$ cat src/rtl/pipe_hazard_ctrl.sv
// Hazard controller for a short in-order pipeline: detects load-use stalls,
// PC-write and branch flushes, and selects the Execute operand forwarding source.
module pipe_hazard_ctrl #(
   parameter int NREG       = 16,
   parameter int DEPTH      = 3,
   parameter int LOAD_STAGE = 2,
   parameter int PC_REG     = 15,
   parameter int CNT_W      = 16
) (
   input  logic                     clk,
   input  logic                     reset,
   input  logic                     dec_valid,
   input  logic [$clog2(NREG)-1:0]  dec_ra1,
   input  logic [$clog2(NREG)-1:0]  dec_ra2,
   input  logic                     dec_use1,
   input  logic                     dec_use2,
   input  logic [$clog2(NREG)-1:0]  dec_rd,
   input  logic                     dec_wr,
   input  logic                     dec_load,
   input  logic                     dec_pcwr,
   input  logic                     br_taken,
   input  logic                     cnt_clr,
   output logic [$clog2(DEPTH)-1:0] fwd_a,
   output logic [$clog2(DEPTH)-1:0] fwd_b,
   output logic                     stall_f,
   output logic                     stall_d,
   output logic                     flush_d,
   output logic                     flush_e,
   output logic [CNT_W-1:0]         stall_cnt,
   output logic [CNT_W-1:0]         flush_cnt
);
   localparam int RW = $clog2(NREG);
   localparam int FW = $clog2(DEPTH);
   localparam logic [RW-1:0] PC_IDX = RW'(PC_REG);

   typedef struct packed {
      logic          valid;
      logic [RW-1:0] rd;
      logic          wr;
      logic          load;
      logic          pcwr;
   } entry_t;

   entry_t        stage_reg [DEPTH];
   logic [RW-1:0] ra1_reg;
   logic [RW-1:0] ra2_reg;
   logic          use1_reg;
   logic          use2_reg;

   entry_t           dec_entry;
   logic [DEPTH-1:0] wr_live;
   logic [DEPTH-1:0] dec_m1;
   logic [DEPTH-1:0] dec_m2;
   logic [DEPTH-1:0] ld_hit;
   logic [DEPTH-1:0] pc_hit;
   logic [DEPTH-1:1] cand_a;
   logic [DEPTH-1:1] cand_b;
   logic             ldstall;
   logic             pcwr_pend;
   logic             flush_e_int;
   logic [FW-1:0]    fwd_a_next;
   logic [FW-1:0]    fwd_b_next;

   genvar gi;
   generate
      for (gi = 0; gi < DEPTH; gi++) begin : g_stage
         localparam bit STALL_ZONE = (gi <= LOAD_STAGE - 2);
         localparam bit IN_FLIGHT  = (gi <= DEPTH - 2);
         assign wr_live[gi] = stage_reg[gi].valid & stage_reg[gi].wr;
         assign dec_m1[gi]  = wr_live[gi] & (stage_reg[gi].rd == dec_ra1) & (dec_ra1 != PC_IDX);
         assign dec_m2[gi]  = wr_live[gi] & (stage_reg[gi].rd == dec_ra2) & (dec_ra2 != PC_IDX);
         assign ld_hit[gi]  = STALL_ZONE & stage_reg[gi].load &
                              ((dec_use1 & dec_m1[gi]) | (dec_use2 & dec_m2[gi]));
         assign pc_hit[gi]  = IN_FLIGHT & stage_reg[gi].valid & stage_reg[gi].pcwr;
      end

      // Loads still short of LOAD_STAGE have no data yet, so they are skipped over.
      for (gi = 1; gi < DEPTH; gi++) begin : g_fwd
         localparam bit EARLY = (gi < LOAD_STAGE);
         logic usable;
         assign usable     = wr_live[gi] & ~(EARLY & stage_reg[gi].load);
         assign cand_a[gi] = stage_reg[0].valid & use1_reg & usable &
                             (stage_reg[gi].rd == ra1_reg) & (ra1_reg != PC_IDX);
         assign cand_b[gi] = stage_reg[0].valid & use2_reg & usable &
                             (stage_reg[gi].rd == ra2_reg) & (ra2_reg != PC_IDX);
      end
   endgenerate

   assign ldstall     = dec_valid & ~br_taken & (|ld_hit);
   assign pcwr_pend   = (dec_valid & dec_pcwr) | (|pc_hit);
   assign flush_e_int = ldstall | br_taken;

   always_comb begin
      fwd_a_next = '0;
      fwd_b_next = '0;
      for (int k = DEPTH - 1; k >= 1; k--) begin
         if (cand_a[k]) fwd_a_next = FW'(k);
         if (cand_b[k]) fwd_b_next = FW'(k);
      end
   end

   // Outputs are gated so they read 0 while reset is held, whatever the inputs do.
   assign stall_f = reset & (ldstall | pcwr_pend);
   assign stall_d = reset & ldstall;
   assign flush_d = reset & (pcwr_pend | br_taken |
                             (stage_reg[DEPTH-1].valid & stage_reg[DEPTH-1].pcwr));
   assign flush_e = reset & flush_e_int;
   assign fwd_a   = reset ? fwd_a_next : '0;
   assign fwd_b   = reset ? fwd_b_next : '0;

   assign dec_entry = '{valid: dec_valid & ~flush_e_int, rd: dec_rd, wr: dec_wr,
                        load: dec_load, pcwr: dec_pcwr};

   always_ff @(posedge clk or negedge reset) begin
      if (!reset) begin
         for (int k = 0; k < DEPTH; k++) stage_reg[k] <= '0;
         ra1_reg  <= '0;
         ra2_reg  <= '0;
         use1_reg <= 1'b0;
         use2_reg <= 1'b0;
      end else begin
         stage_reg[0] <= dec_entry;
         for (int k = 1; k < DEPTH; k++) stage_reg[k] <= stage_reg[k-1];
         ra1_reg  <= dec_ra1;
         ra2_reg  <= dec_ra2;
         use1_reg <= dec_use1;
         use2_reg <= dec_use2;
      end
   end

   always_ff @(posedge clk or negedge reset) begin
      if (!reset) begin
         stall_cnt <= '0;
         flush_cnt <= '0;
      end else if (cnt_clr) begin
         stall_cnt <= '0;
         flush_cnt <= '0;
      end else begin
         if (ldstall && (stall_cnt != '1)) stall_cnt <= stall_cnt + 1'b1;
         if (br_taken && (flush_cnt != '1)) flush_cnt <= flush_cnt + 1'b1;
      end
   end
endmodule

$ cat config.mk
export PLATFORM = sky130hd
export DESIGN_NAME = pipe_hazard_ctrl
export DESIGN_NICKNAME = d
export VERILOG_FILES = /design/src/rtl/pipe_hazard_ctrl.sv
export SDC_FILE = /design/constraint.sdc
export NUM_CORES = 1
export LEC_CHECK = 0
export ABC_CLOCK_PERIOD_IN_PS = 4620
export CAP_MARGIN = 25
export CORE_ASPECT_RATIO = 1.25
export CORE_UTILIZATION = 50
export CTS_CLUSTER_SIZE = 20
export DETAILED_ROUTE_END_ITERATION = 12
export GPL_ROUTABILITY_DRIVEN = 0
export HOLD_SLACK_MARGIN = 0.1
export PLACE_DENSITY_LB_ADDON = 0.12
export SYNTH_ARGS = -nofsm -noshare
export SYNTH_HDL_FRONTEND = slang
export SYNTH_SLANG_ARGS = --single-unit
$ cat constraint.sdc
create_clock -name clk -period 4.62 [get_ports clk]
set_clock_uncertainty 0.2 [all_clocks]
set_input_delay 0.924 -clock clk [delete_from_list [all_inputs] [get_ports clk]]
set_output_delay 0.924 -clock clk [all_outputs]
set_load 0.005 [all_outputs]
==> results.md <==
* CTS tree: yes
* CTS sink count at 65
* Std-Cell Rows at 31
* DR top layer: met4
* CP Launch Type: input port
* Number of remaining DRC errors at 0
* Clock Tree Buf Depth at 2
* Hold Vio Cnt, Final at 0
* Grt ovf at 0
* Critical-path cell list: clkdlybuf4s50_1 -> xnor2_1 -> nand4_1 -> o32a_4 -> a21boi_0 -> clkdlybuf4s50_1
* First-pass GRT wire length at between 10 and 15 mm
* PwrDens at slightly above 300 nW/µm²
* CTS resizes at 0
* Ys flop type: dfrtp_1
* Sw frac at approximately 22%
* Post-synth cell types at just under 50
* Mapped Cells at 287
* DRT Wirelength at 6.880 mm
* Vias at about 2500
* Met3 Wirelength at between 200 and 250 µm
* Post-CTS Setup Inserts at 0
* Comb power frac at 6.9%
* Max-slew violation count at 0
* Gr usage total at a little under a quarter
* Clock network fraction of total power at a little over two fifths
* Routed wl met2 at around 3.6 mm
* Layout Cells excl Fill at 443
* Final core occ at about two thirds
* PnR worst setup slack at between 0.4 and 0.5 ns
* Final #Nets at 380
* Pre-Repair DR Iteration Count at 4
* Commonest non-fill, non-tap cell in the layout: dfrtp_1
* Initial DRC Count at around 130
* Area leader, netlist: dfrtp_1
* Syn_nets at 311
* M1 wire length at between 2 and 3 mm
* CP Capture Type: output pin
* Final setup TNS at 0 ns
* Yosys top cell area share at a little over half
* Slowest CP cell: o32a_4
* CP bufs+invs at 2
* Worst Hold Class: reg2reg
* Largest net degree at the start of global routing at 26
* Antenna cells at 0
* Detail Route Antenna Nets at 0
* Critical path class: in2out
* Synth Register Bits at 65
* Antenna violations before repair at 0
* Top cells by area, synth: dfrtp_1 (52%), xnor2_1 (7.6%), nand4_1 (3.4%), nor2_1 (3.1%), xor2_1 (2.8%)
* Worst-Margin Slew at 0.8983 ns
* Synth-to-Final Area Change at 29.87%
* Crit path from: dec_ra2[1]
* Avg Cell Area, Syn at about 11 µm²
* Fin crit share at 90.53%
* Crit path max fanout at 24
* Htree depth at 3
* CTS Buf Count at 9
* Post-synth EDFFs at 0
* Setup violators final at 0
* Hold Crit Start: stage_reg[10]
* Share of cells above drive strength 1 at approximately a tenth
* Ys async rst share at 100.0%
* Number of I/O pins at 62
* Full die area at about 6500 µm²
* Final min period at 4.183 ns
* Max Clk Rate at approximately 240 MHz
* HPWL after DPL at about 5 mm
* Slowest Stage Delay on Critical Path at between 0.5 and 0.6 ns
* Synth Cell Area at roughly 3100 µm²
* Vias per cell at between 5 and 6
* Drt wl/cell at around 16 µm
* Dpl ws at between 0.4 and 0.5 ns
* Die H at 90.10 µm
* Sequential element share of the synthesized area at between 50% and 60%
* Initial Util at 52.65%
* Reg power frac at 49.4%
* Die Span X at 72.48 µm
* Hold_buf cts at 0
* Most frequent cells in the layout: dfrtp_1 (65), clkdlybuf4s50_1 (60), xnor2_1 (27)
* Placed insts at ~430
* CTS root buf: clkbuf_8
* Most frequent CP cell: clkdlybuf4s50_1
* Total of warnings raised by yosys at 0
* Critical path's top delay family: buffers and inverters
* Core Region at about 5900 µm²
* Vias in the first global route at between 2000 and 2500
* Worst VDD drop at roughly 0.00018 V
* Worst R2R Start: stall_cnt[0]
* Max reg flops at 23
* Worst EP required at between 3 and 4 ns
* Arr. time, crit path at 3.06 ns
* Max Cap Viol at 0
* Run status: complete, no violations
* Later-pin clock latency in the skew report at about 0.34 ns
* P_leak at around 1.5 nW
* Overall power at between 1 and 1.5 mW
* Max-slew headroom at the worst pin at around 40%
* Switching power at 269.7 µW
* RSZ-0062 raised after global routing: no
* Filler cells at about 480
* Internal power at about 950 µW
* Port Buf Inserts at 61
* Worst-path clk slew at 0.06 ns
layout make-up:
cell class	count	area [µm²]	area share [%]
well taps	82	102.6	2.545
flip-flops and latches	65	1627	40.35
clock inverters	4	76.32	1.893
repair buffers	69	665.6	16.51
inverters	3	11.26	0.2793
multi-input cells	208	1404	34.82
clock buffers	12	145.1	3.600
per-layer routing:
metal | vias to the layer above | GRT usage (%)
li1 | 1189 | -
met1 | 1194 | 29.47
met2 | 64 | 38.94
met3 | 10 | 5.605
met4 | 0 | 8.333
met5 | - | 0
metrics by stage:
step	instance area [µm²]	hold WS, ns
4_1_cts	4031	0.1802
3_3_place_gp	3810	0.1584
5_1_grt	4031	0.1950
3_5_place_dp	3810	0.1623
2_1_floorplan	3104	0.1468
6_report	4031	0.1805
synth_stat cells, types with 2 or more instances:
master,instances
nor4_2,3
nand4_1,17
dfrtp_1,65
nand3_1,13
o211ai_1,2
nor3_1,6
clkbuf_1,6
nand2_1,14
or4_1,7
nor3b_1,3
and2_1,2
ha_1,2
nor2_1,26
mux2i_1,2
buf_6,2
inv_1,3
o21ai_0,4
xor2_1,10
and3_1,2
nor2b_1,5
buf_2,2
nor4_1,12
or3_1,3
a21boi_0,2
xnor2_1,27
a21oi_1,11
o31ai_1,6
mux2_2,5
nand2b_1,3
o21a_1,2
nor4b_1,2
path summary, 6_finish.rpt:
kind	depth (start not counted)	endpoint	slack (ns)
max in group asynchronous	2	stage_reg[3]	3.30
hold reg to reg	0	stage_reg[2]	0.18
setup reg to reg	7	stall_cnt[13]	1.83
hold / removal	0	stage_reg[2]	0.18
setup / recovery	6	stall_f	0.44
min in group asynchronous	1	use2_reg	0.34
power by group through the flow:
stage / combinational (mW) / sequential, mW / clock (mW)
floorplan: 0.0361 / 0.609 / 0
global placement: 0.0833 / 0.614 / 0
detailed placement: 0.0855 / 0.614 / 0
CTS: 0.0857 / 0.603 / 0.544
global route: 0.0946 / 0.604 / 0.572
finish: 0.0839 / 0.603 / 0.533
cell families (layout without fill, tap and decap cells):
| group | after synthesis | count (layout) | synth area share, % |
|---|---|---|---|
| AOI/OAI and AO/OA | 36 | 36 | 8.222 |
| xor gates and xnor gates | 37 | 37 | 10.44 |
| adders and majority gates | 2 | 2 | 0.8060 |
| buffers and inverters | 14 | 88 | 2.378 |
| DFF | 65 | 65 | 52.40 |
| muxes | 7 | 7 | 2.459 |
| and+or+nand+nor | 126 | 126 | 23.30 |
No activity file was read; power rests on OpenSTA's default activity.
